## config.mk

```make
export PLATFORM = sky130hd
export DESIGN_NAME = cape_et_sched
export DESIGN_NICKNAME = d
export VERILOG_FILES = /design/src/rtl/cape_sched_pkg.sv /design/src/rtl/sc_ones_ctr.sv /design/src/rtl/cape_et_sched.sv
export SDC_FILE = /design/constraint.sdc
export NUM_CORES = 1
export LEC_CHECK = 0
export ABC_CLOCK_PERIOD_IN_PS = 3400
export BUFFER_PORTS_ARGS = -buffer_cell sky130_fd_sc_hd__clkbuf_2
export CAP_MARGIN = 20
export CORE_UTILIZATION = 55
export CTS_CLUSTER_SIZE = 10
export DETAILED_ROUTE_END_ITERATION = 7
export PLACE_DENSITY = 0.84
export SYNTH_ARGS = -nofsm -noshare
export SYNTH_HDL_FRONTEND = slang
export SYNTH_SLANG_ARGS = --single-unit
```

## constraint.sdc

```tcl
create_clock -name clk -period 3.4 [get_ports clk]
set_clock_uncertainty 0.05 [all_clocks]
set_input_delay 0.51 -clock clk [delete_from_list [all_inputs] [get_ports clk]]
set_output_delay 0.51 -clock clk [all_outputs]
set_load 0.01 [all_outputs]
```

## src/rtl/cape_sched_pkg.sv

```systemverilog
// cape_sched_pkg: shared state encoding and field-width helper for the ET scheduler
package cape_sched_pkg;
  typedef enum logic [1:0] {IDLE, CLEAR, RUN, RESULT} sched_state_t;
  function automatic int calc_cw(input int width, input int num_inputs);
    return width * num_inputs + 1;
  endfunction
endpackage

```

## src/rtl/sc_ones_ctr.sv

```systemverilog
// sc_ones_ctr: saturating up-counter with synchronous clear and enable
module sc_ones_ctr #(
  parameter int CW = 9
) (
  input  logic          clk,
  input  logic          rst_n,
  input  logic          clr,
  input  logic          en,
  output logic [CW-1:0] cnt
);
  logic [CW-1:0] cnt_q, cnt_d;
  always_comb cnt_d = clr ? '0 : (en && !(&cnt_q)) ? cnt_q + 1'b1 : cnt_q;
  always_ff @(posedge clk or negedge rst_n)
    if (!rst_n) cnt_q <= '0;
    else        cnt_q <= cnt_d;
  assign cnt = cnt_q;
endmodule

```

## src/rtl/cape_et_sched.sv

```systemverilog
// cape_et_sched: runs one early-termination SC job at a time and counts the generator's ones
module cape_et_sched
  import cape_sched_pkg::*;
#(
  parameter int WIDTH      = 4,
  parameter int NUM_INPUTS = 2,
  localparam int CW        = calc_cw(WIDTH, NUM_INPUTS)
) (
  input  logic                        clk,
  input  logic                        rst_n,
  input  logic                        in_valid,
  output logic                        in_ready,
  input  logic [NUM_INPUTS*WIDTH-1:0] in_Bxs,
  input  logic [WIDTH-1:0]            in_trunc,
  output logic                        gen_clr_n,
  output logic [NUM_INPUTS*WIDTH-1:0] gen_Bxs,
  output logic [WIDTH-1:0]            gen_trunc,
  input  logic                        gen_done,
  input  logic [NUM_INPUTS-1:0]       gen_Xs,
  output logic                        out_valid,
  input  logic                        out_ready,
  output logic [NUM_INPUTS*CW-1:0]    out_cnts,
  output logic [CW-1:0]               out_len,
  output logic                        out_timeout
);
  localparam int NB = WIDTH * NUM_INPUTS;
  localparam logic [CW-1:0] LEN_MAX = {1'b1, {NB{1'b0}}};
  sched_state_t state_q, state_d;
  logic [NB-1:0] bxs_q, bxs_d;
  logic [WIDTH-1:0] trunc_q, trunc_d;
  logic clr_n_q, clr_n_d, timeout_q, timeout_d, start, cnt_en;
  always_comb begin
    state_d   = state_q;
    bxs_d     = bxs_q;
    trunc_d   = trunc_q;
    timeout_d = timeout_q;
    start     = 1'b0;
    cnt_en    = 1'b0;
    case (state_q)
      IDLE: if (in_valid) begin
        state_d   = CLEAR;
        bxs_d     = in_Bxs;
        trunc_d   = in_trunc;
        timeout_d = 1'b0;
        start     = 1'b1;
      end
      CLEAR: state_d = RUN;
      // gen_done takes priority over the length limit
      RUN: if (gen_done) begin
        state_d   = RESULT;
        timeout_d = 1'b0;
      end else if (out_len == LEN_MAX) begin
        state_d   = RESULT;
        timeout_d = 1'b1;
      end else cnt_en = 1'b1;
      RESULT: state_d = out_ready ? IDLE : RESULT;
      default: state_d = IDLE;
    endcase
    clr_n_d = (state_d != CLEAR);
  end
  always_ff @(posedge clk or negedge rst_n)
    if (!rst_n) begin
      state_q   <= IDLE;
      bxs_q     <= '0;
      trunc_q   <= '0;
      clr_n_q   <= 1'b0;
      timeout_q <= 1'b0;
    end else begin
      state_q   <= state_d;
      bxs_q     <= bxs_d;
      trunc_q   <= trunc_d;
      clr_n_q   <= clr_n_d;
      timeout_q <= timeout_d;
    end
  for (genvar i = 0; i < NUM_INPUTS; i++) begin : g_ctr
    sc_ones_ctr #(.CW(CW)) u_ctr (
      .clk(clk), .rst_n(rst_n), .clr(start), .en(cnt_en && gen_Xs[i]),
      .cnt(out_cnts[i*CW +: CW])
    );
  end
  sc_ones_ctr #(.CW(CW)) u_len (
    .clk(clk), .rst_n(rst_n), .clr(start), .en(cnt_en), .cnt(out_len)
  );
  assign in_ready    = (state_q == IDLE);
  assign out_valid   = (state_q == RESULT);
  assign gen_clr_n   = clr_n_q;
  assign gen_Bxs     = bxs_q;
  assign gen_trunc   = trunc_q;
  assign out_timeout = timeout_q;
endmodule

```

### After elaboration in Yosys (flattened, before gate mapping)

Cells that the tools add are included.

| cells by class | value |
|---|---|
| $add $sub $neg | 3 |
| equal/unequal tests | 7 |
| mux-type cells | 20 |
| reduce and logical (&&, ||, !) cells | 18 |

Operator list:

| cell | number |
|---|---|
| $mux 9 | 6 |
| $add 9x1->9 const B | 3 |
| $reduce_and 9->1 | 3 |
| $eq 9x9->1 const B | 1 |
| $mux 1 | 8 |
| $mux 2 | 4 |
| $pmux 2 s4 | 1 |
| $reduce_bool 2->1 | 4 |
| $logic_and 1x1->1 | 5 |
| $eq 2x2->1 const B | 2 |
| $logic_not 1->1 | 3 |
| $ne 3x3->1 const B | 1 |
| $reduce_and 3->1 | 1 |
| $eq 2x1->1 const B | 1 |
| $logic_not 2->1 | 1 |
| $ne 2x1->1 const B | 1 |
| $ne 2x2->1 const B | 1 |
| $pmux 1 s2 | 1 |
| $reduce_and 2->1 | 1 |

| storage, ports and cells | value |
|---|---|
| register bits after elaboration | 43 |
| output and inout bits | 43 |
| logic and storage cells | 56 |

### Depth between registers and ports, before layout

Gate-level depths: netlist of the first run.

| logic depth | value |
|---|---|
| depth in word-level cells | 8 |
| mapped depth | 9 |

### Cells and area by module

From an unflattened synthesis of the first run, not the netlist that was laid out.

| unflattened totals | value |
|---|---|
| cells, all modules | 193 |
| area, all modules | 2100.8 um^2 |

Modules (own cells, without submodules):

| module | instances | cells an instance | area each (um^2) | seq. area each (um^2) |
|---|---|---|---|---|
| sc_ones_ctr | 3 | 48 | 470.5 | 225.2 |
| cape_et_sched | 1 | 49 | 689.4 | 400.4 |

### Worst setup path before layout of the first run

No wires, ideal clock.

| timing | value |
|---|---|
| path type | register to register |
| start | register g_ctr[1].u_ctr.cnt_q[0] |
| end | register g_ctr[1].u_ctr.cnt_q[5] |
| setup time | 0.132 ns |
| arrival time | 1.893 ns |
| data required time | 3.218 ns |
| setup slack | 1.325 ns |
| stages on the path, launching flop included | 8 |
| path buffers | 0 |
| cell sequence | dfrtp_1 -> ha_1 -> and4_1 -> ha_1 -> nand4b_1 -> a2111oi_0 -> xnor2_1 -> nor2_1 |

| between the ends | value |
|---|---|
| cells in the longest elaborated chain, start to end | 4 |

Ends and longest elaborated chain:

| element | line | source |
|---|---|---|
| start, declared | sc_ones_ctr.sv:11 | `logic [CW-1:0] cnt_q, cnt_d;` |
| start signal, assigned | sc_ones_ctr.sv:15 | `else cnt_q <= cnt_d;` |
| parallel branches: the longest is 4 deep, another holds $add 9x1->9 | -- |  |

Parallel ways; which one is timed is not known. The select of a mux whose other input is x is not followed.
A chain may end at the register's enable or synchronous reset.

### Worst setup path in the final report of the first run

| timing | value |
|---|---|
| start | register state_q[0] |
| end | register g_ctr[0].u_ctr.cnt_q[6] |

| between the ends | value |
|---|---|
| cells in the longest elaborated chain, start to end | 5 |

Ends and longest elaborated chain:

| element | line | source |
|---|---|---|
| start, declared | cape_et_sched.sv:28 | `sched_state_t state_q, state_d;` |
| start signal, assigned | cape_et_sched.sv:69 | `state_q <= state_d;` |
| $eq 2x2->1 | cape_et_sched.sv:39 | `case (state_q)` |
| $mux 1 | cape_et_sched.sv:39 |  |
| $logic_and 1x1->1 | cape_et_sched.sv:77 | `.clk(clk), .rst_n(rst_n), .clr(start), .en(cnt_en && gen_Xs[i]),` |
| $logic_and 1x1->1 | sc_ones_ctr.sv:12 | `always_comb cnt_d = clr ? '0 : (en && !(&cnt_q)) ? cnt_q + 1'b1 : cnt_q;` |
| $reduce_bool 2->1 (no source line) | -- |  |
| end signal, assigned | sc_ones_ctr.sv:15 |  |
| end, declared | sc_ones_ctr.sv:11 |  |

Several ways; a longest one is shown, not always the timed one.

==> results of run 1 <==
cells in the mapped netlist, drive strengths merged (2+ instances only):
cell / number
ha: 7
nand4b: 3
buf: 4
or2: 2
xnor2: 4
a21oi: 5
dfrtp: 43
nor2: 13
inv: 6
mux2i: 10
a2111oi: 2
o31ai: 2
a211oi: 3
nand4: 4
nand3: 10
or3: 4
nor3: 5
o21ai: 9
and2: 2
nand2: 61
and3: 2
nor4b: 2
clkbuf: 5
or4b: 2
power by group through the flow:
stage,clock (W),sequential (W),combinational [W]
3_3_place_gp,0,0.000770,0.000549
4_1_cts,0.000417,0.000766,0.000574
3_5_place_dp,0,0.000776,0.000569
6_report,0.000407,0.000768,0.000568
5_1_grt,0.000437,0.000790,0.000635
2_1_floorplan,0,0.000802,0.000334
per-layer routing:
metal | vias up | global-route usage [%] | part of all wire [%] | wire length, um
met4 | 0 | 8.056 | 0.89 | 41
met2 | 54 | 40.53 | 51 | 2328
met5 | - | 0 | 0 | 0
met3 | 7 | 4.930 | 4.9 | 226
met1 | 864 | 30.67 | 43 | 1988
li1 | 894 | - | - | -
final timing paths:
check	cells past startpoint	from	to
setup reg to reg	6	state_q[0]	g_ctr[0].u_ctr.cnt[6]
hold / removal	1	rst_n	u_len.cnt[8]
hold reg to reg	2	gen_trunc[1]	gen_trunc[1]
setup / recovery	6	state_q[0]	g_ctr[0].u_ctr.cnt[6]
max in group asynchronous	2	rst_n	g_ctr[1].u_ctr.cnt[8]
min in group clk	3	in_Bxs[5]	gen_Bxs[5]
registers in the layout (all words and copies together), names as in the netlist:
register,count
out_timeout,1
u_len.cnt,9
gen_trunc,4
state_q,2
gen_Bxs,8
g_ctr.u_ctr.cnt,18
gen_clr_n,1
cell families after synthesis:
group                    share of synthesized area [%]
AND/OR/NAND/NOR                                  25.81
flip-flops                                       50.00
AO/OA/AOI/OAI                                    10.17
buffers and inverters                            3.663
multiplexers                                     4.651
adder cells (fa/ha/maj)                          4.070
XOR/XNOR                                         1.628
layout by cell type, fill, tap and decap left out, types with 3 or more instances in the layout:
cell type  netlist  layout
nand2_1         61      61
clkbuf_2         0      61
dfrtp_1         43      43
nor2_1          13      13
nand3_1         10      10
mux2i_1         10      10
o21ai_0          9       9
ha_1             7       7
inv_1            6       6
clkbuf_8         0       6
a21oi_1          5       5
nor3_1           5       5
nand4_1          4       4
xnor2_1          4       4
or3_1            4       4
nand4b_1         3       3
metrics by stage:
stage	cells	setup slack (ps)
3_5_place_dp	324	1011
5_1_grt	333	799.3
6_report	333	967.3
3_3_place_gp	324	1104
4_1_cts	332	992.7
2_1_floorplan	223	1325
cell type report:
type | instances | area share, %
Sequential cell | 43 | 41.23
Multi-Input combinational cell | 164 | 38.21
Timing Repair Buffer | 63 | 12.75
Clock buffer | 6 | 3.164
Tap cell | 48 | 2.301
Clock inverter | 2 | 1.342
Inverter | 7 | 1.007
==> metrics.md, run 1 <==
| Metric | Value |
|---|---|
| Status | completed |
| CP peak stage delay | roughly 650 ps |
| Kind of critical path | reg -> reg |
| Post-CTS Resized | 0 |
| P_leak | about 1.4 nW |
| Grt total ovfl | 0 |
| Clock Pin Slew Worst Setup and Hold Paths | 80 ps |
| Peak supply drop | 0.0003767 V |
| Antenna-violating nets left | 0 |
| Sequential element share of the synthesized area | 50.00% |
| Multi-input logic area | 997.2 um^2 |
| H-tree levels | 2 |
| Layout area overhead | 21.28% |
| Period minus WS final | 2433 ps |
| Hold_buf cts | 0 |
| Family with the most delay on the worst path | buffers and inverters |
| Top FF cell, synth | dfrtp_1 |
| Final Hold Viols | 0 |
| Fill cell total of the finished layout | 308 |
| Mapped Cells | 223 |
| Top-area cell type share of the netlist area | roughly half |
| # port buffers | 61 |
| Tightest Pin Transition | 777.6 ps |
| CP Launch Type | register |
| FFs w/ async S/R, synth | 100.0% |
| WL/cell | 13.77 um |
| Power per cell area | 667.9 nW/um^2 |
| Power, Total | 0.001743 W |
| Seq pwr share | 44.0% |
| Sink Count | 43 |
| DRT Wirelength | 4584 um |
| Final core utilization | a little over two thirds |
| GRT Total Usage | about a quarter |
| Buf/Inv on CP | 2 |
| Die Ht | approximately 65 um |
| Starting Density | approximately 58% |
| Post-Syn Area | about 2200 um^2 |
| Maximum clock path buffer count | 2 |
| DRC Markers | 0 |
| CTS tree | built |
| Synth top area cells | dfrtp_1 (50%), nand2_1 (11%), mux2i_1 (4.7%) |
| Syn_nets | about 250 |
| Switch share | 36.40% |
| Sequential cell area | 1076 um^2 |
| Clk Latency, worst-skew pair | 290 ps |
| Internal | 0.001109 W |
| Dpl hpwl | between 3000 and 4000 um |
| Inserted Clock Buffers | 5 |
| Slew margin rel. | between 40% and 50% |
| Clock Power Share | 23.4% |
| Nets | 310 |
| F_max | 0.4111 GHz |
| Drt pass-1 iters | 4 |
| Largest net degree at the start of global routing | 44 |
| Post-synth EDFFs | 0 |
| Fin crit share | a little under three quarters |
| Root Driver | clkbuf_8 |
| Final setup viols | 0 |
| Core Rows | 22 |
| Core region area | 3716 um^2 |
| Vias in the first global route | 1736 |
| Die ar. | 4167 um^2 |
| Worst endpoint data arrival time | between 2000 and 3000 ps |
| First-pass GRT wire length | 7721 um |
| Synth warnings | 0 |
| RSZ-0062 raised after global routing | false |
| # Post-CTS Setup Buffers | 0 |
| Largest area contributor in the netlist | dfrtp_1 |
| MaxCap Viol Count | 0 |
| WP data required | roughly 3500 ps |
| Sum Neg Setup Slack | 0 ps |
| Vias | about 1800 |
| Combinational group share of total power | 32.6% |
| Die Width | 64.55 um |
| Min-delay worst type | in -> async |
| Synth Area per Inst | approximately 9.7 um^2 |
| IO Pins | 62 |
| CP max FO | 30 |
| CP Cell Sequence | nor2_1, and2_1, buf_4, clkinv_1, o311ai_0, o41ai_1 |
| Placer congestion estimate | 0.8459 |
| Max-slew violation count | 0 |
| Post-route cell area | ~2600 um^2 |
| #FFs+latches synth | between 40 and 50 |
| Crit end category | register |
| Fin Hold WS | 42.37 ps |
| R2R setup slack | 970 ps |
| Starting DRT DRC Count | ~130 |
| Via-to-Cell Ratio | roughly 5.5 |
| Library cells used by synthesis | 42 |
| Placed cell area | 2472 um^2 |
| CP max-delay cell | clkinv_1 |
| Share of post-route cells with drive strength above 1 | approximately 28% |
| P_sw | 0.0006345 W |
| Ant diodes | 0 |
| Initial antenna violation count | 0 |
(Power assumes the default switching activity.)
==> run 2: changes to the inputs <==
ABC_CLOCK_PERIOD_IN_PS = 2500   (was 3400)
CORE_UTILIZATION = 51   (was 55)
PLACE_DENSITY = 0.79   (was 0.84)
clock period = 2.5 ns   (was 3.4 ns; I/O delays follow)
==> run 2 against run 1 <==
Utilization is 4.9 points lower; clock power up 37%; sequential power increased by 35%; combinational power grew 36%; non-clock buffer count rose by 4; largest power group unchanged.
==> metrics.md, run 2 (synthesized netlist as in run 1, its figures left out) <==
| Metric | Value |
|---|---|
| Kind of critical path | reg -> reg (unchanged) |
| Final Hold Viols | 0 (unchanged) |
| Clk Latency, worst-skew pair | 290 ps (about the same) |
| Fin crit share | 90.10% (was 71.55%) |
| Slew margin rel. | 56.38% (was 48.02%) |
| Grt total ovfl | 0 (unchanged) |
| Cell mode on critical path | ha_1 |
| GRT Total Usage | 22.63% (was 24.01%) |
| F_max | 0.4440 GHz (was 0.4111 GHz) |
| Layout area overhead | 22.33% (was 21.28%) |
| Power per cell area | 902.2 nW/um^2 (was 667.9 nW/um^2) |
| Die ar. | 4484 um^2 (was 4167 um^2) |
| Largest net degree at the start of global routing | 30 (was 44) |
| DRT Wirelength | 4478 um (was 4584 um) |
| H-tree levels | 2 (unchanged) |
| P_leak | 1.378 nW (was 1.364 nW) |
| # port buffers | 61 (unchanged) |
| Die Width | 66.96 um (was 64.55 um) |
| Placer congestion estimate | 0.8530 (was 0.8459) |
| Starting Density | 53.42% (was 57.91%) |
| IO Pins | 62 (unchanged) |
| WP data required | 2640 ps (was 3510 ps) |
| Fill cell total of the finished layout | 338 (was 308) |
| CP peak stage delay | 430 ps (was 650 ps) |
| Sum Neg Setup Slack | 0 ps (unchanged) |
| Core Rows | 23 (was 22) |
| Vias | 1838 (was 1819) |
| Final setup viols | 0 (unchanged) |
| Most frequent cells in the layout | nand2_1 (61), clkbuf_2 (61), dfrtp_1 (43) (unchanged) |
| Clock Pin Slew Worst Setup and Hold Paths | 80 ps (about the same) |
| WL/cell | 13.21 um (was 13.77 um) |
| Min-delay worst type | in -> reg (was in -> async) |
| Root Driver | clkbuf_8 (unchanged) |
| CTS tree | built (unchanged) |
| Period minus WS final | 2252 ps (was 2433 ps) |
| CP max-delay cell | dfrtp_1 (was clkinv_1) |
| Max-slew violation count | 0 (unchanged) |
| Crit end category | register (unchanged) |
| Via-to-Cell Ratio | 5.422 (was 5.462) |
| Tightest Pin Transition | 652.6 ps (was 777.6 ps) |
| Worst endpoint data arrival time | 2390 ps (was 2550 ps) |
| Antenna-violating nets left | 0 (unchanged) |
| Status | completed (unchanged) |
| Drt pass-1 iters | 4 (unchanged) |
| Peak supply drop | 0.0004665 V (was 0.0003767 V) |
| Core region area | 4029 um^2 (was 3716 um^2) |
| Vias in the first global route | 1660 (was 1736) |
| # Post-CTS Setup Buffers | 0 (unchanged) |
| Fin worst setup slack | 247.6 ps (was 967.3 ps) |
| Die Ht | 66.96 um (was 64.55 um) |
| Max reg flops | 18 (unchanged) |
| Dpl hpwl | 3256 um (was 3159 um) |
| CP max FO | 4 (was 30) |
| RSZ-0062 raised after global routing | false (unchanged) |
| DRC Markers | 0 (unchanged) |
| First-pass GRT wire length | 7521 um (was 7721 um) |
| Sink Count | 43 (unchanged) |
| CP Cell Sequence | ha_1, and4_1, ha_1, nand4b_1, a211oi_1, a311oi_1, a41o_1 (was nor2_1, and2_1, buf_4, clkinv_1, o311ai_0, o41ai_1) |
| Starting DRT DRC Count | 118 (was 133) |
| Nets | 314 (was 310) |
| Maximum clock path buffer count | 2 (unchanged) |
| Ant diodes | 0 (unchanged) |
| DP Worst Slack | 280.9 ps (was 1011 ps) |
| Buf/Inv on CP | 0 (was 2) |
| Initial antenna violation count | 0 (unchanged) |
| CP Launch Type | register (unchanged) |
| Inserted Clock Buffers | 5 (unchanged) |
| Share of post-route cells with drive strength above 1 | 28.37% (was 27.72%) |
| Family with the most delay on the worst path | compound AO/OA/AOI/OAI gates (was buffers and inverters) |
| MaxCap Viol Count | 0 (unchanged) |
==> run 2: changes by cell type in the layout (fill, tap and decap cells not counted), sizes merged <==
cell	change
buf	+3
dlygate4sd3	+1
==> run 2: report_power, final <==
group          switching [W]  internal, W
registers           0.000174     0.000871
clock network       0.000235     0.000323
logic               0.000453     0.000319
total               0.000861      0.00151
==> run 2: area by class of cell <==
| cell class | instances | area, um^2 | area share, % |
|---|---|---|---|
| Timing Repair Buffer | 67 | 352.8 | 13.40 |
| Multi-Input combinational cell | 164 | 997.2 | 37.88 |
| Sequential cell | 43 | 1076 | 40.87 |
| Tap cell | 50 | 62.56 | 2.376 |
| Clock inverter | 2 | 35.03 | 1.331 |
| Clock buffer | 6 | 82.58 | 3.137 |
| Inverter | 7 | 26.28 | 0.9981 |
==> run 2: per-stage QoR <==
step	std cells	total power [W]	instance area [um^2]	util, %	hold WS, ps
5_1_grt	339	0.002546	2633	65.34	211.1
3_3_place_gp	330	0.001809	2505	62.17	232.7
6_report	339	0.002375	2633	65.34	218.6
4_1_cts	339	0.002396	2633	65.34	204.9
3_5_place_dp	330	0.001833	2505	62.17	237.0
2_1_floorplan	223	0.001545	2152	-	29.41
==> run 2: worst paths after layout <==
| path | to | slack (ps) | depth (start not counted) | startpoint |
|---|---|---|---|---|
| setup / recovery | g_ctr[1].u_ctr.cnt[7] | 250 | 7 | g_ctr[1].u_ctr.cnt[0] |
| hold / removal | gen_trunc[0] | 220 | 3 | in_trunc[0] |
| setup reg to reg | g_ctr[1].u_ctr.cnt[7] | 250 | 7 | g_ctr[1].u_ctr.cnt[0] |
| hold reg to reg | gen_trunc[1] | 430 | 2 | gen_trunc[1] |
| max in group asynchronous | g_ctr[1].u_ctr.cnt[6] | 1410 | 3 | rst_n |
| min in group asynchronous | g_ctr[1].u_ctr.cnt[4] | 450 | 2 | rst_n |
==> run 2: repair_timing <==
| item | CTS | global route |
|---|---|---|
| hold endpoints to repair | 11 | 0 |
| hold buffers | 1 | 0 |
| gates resized for setup | 0 | 0 |
==> run 2: layer usage <==
layer	global-route usage [%]	vias up	routed length [um]
met5	0	-	0
met4	8.245	0	27
met3	5.479	5	316
met2	35.98	64	2107
met1	29.69	862	2026
li1	-	907	-
==> run 2: worst min-delay path, delay by kind of cell <==
family / cells / cell delay [ps]
buffers and inverters: 1 / 70
and+or+nand+nor: 2 / 80
==> run 3: changes to the inputs <==
ABC_AREA = 1   (was not set)
CORE_UTILIZATION = 45   (was 51)
PLACE_DENSITY = 0.7   (was 0.79)
==> run 3 against run 2 <==
Clock power about the same; utilization decreased by 9.7 points; global-route usage decreased by 2.7 points; final area increased by 8.7%; synthesized cell count increased by 44%; combinational power increased by 36%; register-to-register slack improved by 130 ps; sequential share of layout area decreased by 3.3 points; non-clock buffer count decreased by 3; critical endpoint is now g_ctr[0].u_ctr.cnt[2]; largest power group unchanged.
==> metrics.md, run 3 <==
| Metric | Value |
|---|---|
| Max-slew violation count | 0 (unchanged) |
| Largest area contributor in the netlist | dfrtp_1 (unchanged) |
| Share of post-route cells with drive strength above 1 | 23.24% (was 28.37%) |
| WL/cell | 11.21 um (was 13.21 um) |
| Mapped Cells | 322 (was 223) |
| Crit end category | register (unchanged) |
| Layout area overhead | 18.45% (was 22.33%) |
| Grt met3 use | 4.819% (was 5.479%) |
| Via-to-Cell Ratio | 4.759 (was 5.422) |
| H-tree levels | 2 (unchanged) |
| Syn_nets | 348 (was 249) |
| Dpl hpwl | 3567 um (was 3256 um) |
| CP peak stage delay | 440 ps (was 430 ps) |
| CP Cell Sequence | ha_1, nand3_1, nor2_1, nand2_1, nor2_1, ha_1, nor2_1, nand3_2, nand2_1, nand2_1, nand2_1 (was ha_1, and4_1, ha_1, nand4b_1, a211oi_1, a311oi_1, a41o_1) |
| Maximum clock path buffer count | 2 (unchanged) |
| Final setup viols | 0 (unchanged) |
| Placed cells | 445 (was 330) |
| Kind of critical path | reg -> reg (unchanged) |
| Post-Syn Area | 2415 um^2 (was 2152 um^2) |
| Sink Count | 43 (unchanged) |
| Nets | 408 (was 314) |
| Synth Area per Inst | 7.499 um^2 (was 9.651 um^2) |
| P_leak | 1.661 nW (was 1.378 nW) |
| Grt total ovfl | 0 (unchanged) |
| Most common cell after layout, fill and taps aside | nand2_1 |
| Largest net degree at the start of global routing | 44 (was 30) |
| Max reg flops | 18 (unchanged) |
| First-pass GRT wire length | 8493 um (was 7521 um) |
| Peak supply drop | 0.0006034 V (was 0.0004665 V) |
| RSZ-0062 raised after global routing | false (unchanged) |
| # port buffers | 61 (unchanged) |
| Library cells used by synthesis | 24 (was 42) |
| Most common cell in the netlist | nand2_1 (unchanged) |
| Synth warnings | 0 (unchanged) |
| Final Hold Viols | 0 (unchanged) |
| Clk Latency, worst-skew pair | 300 ps (was 290 ps) |
| Top-area cell type share of the netlist area | 44.56% (was 50.00%) |
| Min-delay worst type | in -> async (was in -> reg) |
| Root Driver | clkbuf_8 (unchanged) |
| FFs w/ async S/R, synth | 100.0% (unchanged) |
| Hold_buf cts | 0 (was 1) |
| Clock Power Share | 20.2% (was 23.5%) |
| Combinational group share of total power | 38.5% (was 32.5%) |
| Slew margin rel. | 64.08% (was 56.38%) |
| F_max | 0.4720 GHz (was 0.4440 GHz) |
| Antenna-violating nets left | 0 (unchanged) |
| Starting Density | 46.98% (was 53.42%) |
| Tightest Pin Transition | 538.8 ps (was 652.6 ps) |
| Met1 Resource Use GR | 27.79% (was 29.69%) |
| Post-CTS Resized | 0 (unchanged) |
| Core Rows | 26 (was 23) |
| Fin crit share | 84.75% (was 90.10%) |
| Seq pwr share | 41.3% (was 44.0%) |
| DRT Wirelength | 5077 um (was 4478 um) |
| CP Launch Type | register (unchanged) |
| Busiest grt layer | met2 (unchanged) |
| Die Width | 75.26 um (was 66.96 um) |
| Post-route cell area | 2860 um^2 (was 2633 um^2) |
| Post-synth EDFFs | 0 (unchanged) |
| Placed cell area | 2748 um^2 (was 2505 um^2) |
| Period minus WS final | 2119 ps (was 2252 ps) |
| Core region area | 5140 um^2 (was 4029 um^2) |
| WP data required | 2690 ps (was 2640 ps) |
| MaxCap Viol Count | 0 (unchanged) |
| GR Layer Usage met2 | 30.83% (was 35.98%) |
| Sequential cell area | 1076 um^2 (unchanged) |
| CTS tree | built (unchanged) |
| Power per cell area | 958.9 nW/um^2 (was 902.2 nW/um^2) |
| Drt pass-1 iters | 6 (was 4) |
| Multi-input logic area | 1120 um^2 (was 997.2 um^2) |
| Starting DRT DRC Count | 103 (was 118) |
| Power, Total | 0.002743 W (was 0.002375 W) |
| Clock Pin Slew Worst Setup and Hold Paths | 90 ps (was 80 ps) |
| Fin worst setup slack | 381.2 ps (was 247.6 ps) |
| Synth top area cells | dfrtp_1 (45%), nand2_1 (19%), nand3_1 (8.3%) (was dfrtp_1 (50%), nand2_1 (11%), mux2i_1 (4.7%)) |
| Ant diodes | 0 (unchanged) |
| IO Pins | 62 (unchanged) |
| CP max-delay cell | dfrtp_1 (unchanged) |
| Placer congestion estimate | 0.7991 (was 0.8530) |
| Fill cell total of the finished layout | 525 (was 338) |
| GRT Total Usage | 19.90% (was 22.63%) |
| Initial antenna violation count | 0 (unchanged) |
| Cell mode on critical path | nand2_1 (was ha_1) |
| DRC Markers | 0 (unchanged) |
| Die ar. | 5663 um^2 (was 4484 um^2) |
| Most frequent cells in the layout | nand2_1 (125), clkbuf_2 (61), dfrtp_1 (43) (was nand2_1 (61), clkbuf_2 (61), dfrtp_1 (43)) |
| # Post-CTS Setup Buffers | 0 (unchanged) |
| DP Worst Slack | 374.9 ps (was 280.9 ps) |
| Sequential element share of the synthesized area | 44.56% (was 50.00%) |
| Inserted Clock Buffers | 5 (unchanged) |
| Internal | 0.001617 W (was 0.001514 W) |
| #FFs+latches synth | 43 (unchanged) |
| Die Ht | 75.26 um (was 66.96 um) |
| CP max FO | 13 (was 4) |
| Status | completed (unchanged) |
| Finished Layout Cells | 453 (was 339) |
| Synth top cells by count | nand2_1 (125), dfrtp_1 (43), nand3_1 (40) (was nand2_1 (61), dfrtp_1 (43), nor2_1 (13)) |
| Switch share | 41.04% (was 36.27%) |
| Top FF cell, synth | dfrtp_1 (unchanged) |
| Worst endpoint data arrival time | 2310 ps (was 2390 ps) |
| Vias in the first global route | 1856 (was 1660) |
| Vias | 2156 (was 1838) |
| P_sw | 0.001126 W (was 0.0008615 W) |
| Sum Neg Setup Slack | 0 ps (unchanged) |
-- run 3: final timing paths --
| kind | from | to | slack, ps | cells after the start |
|---|---|---|---|---|
| setup / recovery | g_ctr[0].u_ctr.cnt[0] | g_ctr[0].u_ctr.cnt[2] | 380 | 11 |
| hold / removal | rst_n | u_len.cnt[5] | 90 | 2 |
| setup reg to reg | g_ctr[0].u_ctr.cnt[0] | g_ctr[0].u_ctr.cnt[2] | 380 | 11 |
| hold reg to reg | gen_trunc[2] | gen_trunc[2] | 430 | 2 |
| max in group asynchronous | rst_n | g_ctr[0].u_ctr.cnt[0] | 1940 | 2 |
| min in group clk | in_trunc[1] | gen_trunc[1] | 220 | 3 |
-- run 3: cells by family (layout without fill, tap and decap cells) --
logic type	count (synthesis)	count (layout)	share of synthesized area, %
AO/OA/AOI/OAI	10	10	3.264
adder cells (fa/ha/maj)	7	7	3.627
buffers and inverters	46	107	9.067
XOR/XNOR	7	7	2.539
AND/OR/NAND/NOR	209	209	36.94
flip-flops	43	43	44.56
-- run 3: final cells by class --
cell class | count | area share (%)
multi-input cells | 233 | 39.15
flip-flops and latches | 43 | 37.62
repair buffers | 64 | 11.46
inverters | 35 | 4.768
well taps | 70 | 3.062
clock buffers | 5 | 2.406
clock inverters | 3 | 1.531
-- run 3: routing by layer --
metal  vias up  routed length [um]
li1       1119                   -
met1       967                2451
met2        63                2235
met3         7                 332
met4         0                  57
met5         -                   0
-- run 3: worst max-delay path: cells and delay by family, from the launching register on --
family                   cells  cell delay [ps]
AND/OR/NAND/NOR              9             1150
adder cells (fa/ha/maj)      2              440
flip-flops                   1              440
-- run 3: power by group through the flow --
stage | clock network, W | registers, W | logic, W
floorplan | 0 | 0.00121 | 0.000643
global placement | 0 | 0.00114 | 0.00105
detailed placement | 0 | 0.00114 | 0.00107
CTS | 0.000571 | 0.00113 | 0.00107
global route | 0.000588 | 0.00117 | 0.00121
finish | 0.000555 | 0.00113 | 0.00105
-- run 3: per-stage QoR --
stage               utilization [%]  hold WS (ps)
floorplan                         -         29.41
global placement              53.46         404.3
detailed placement            53.46         407.3
CTS                           55.65         108.6
global route                  55.65         141.4
finish                        55.65         89.18
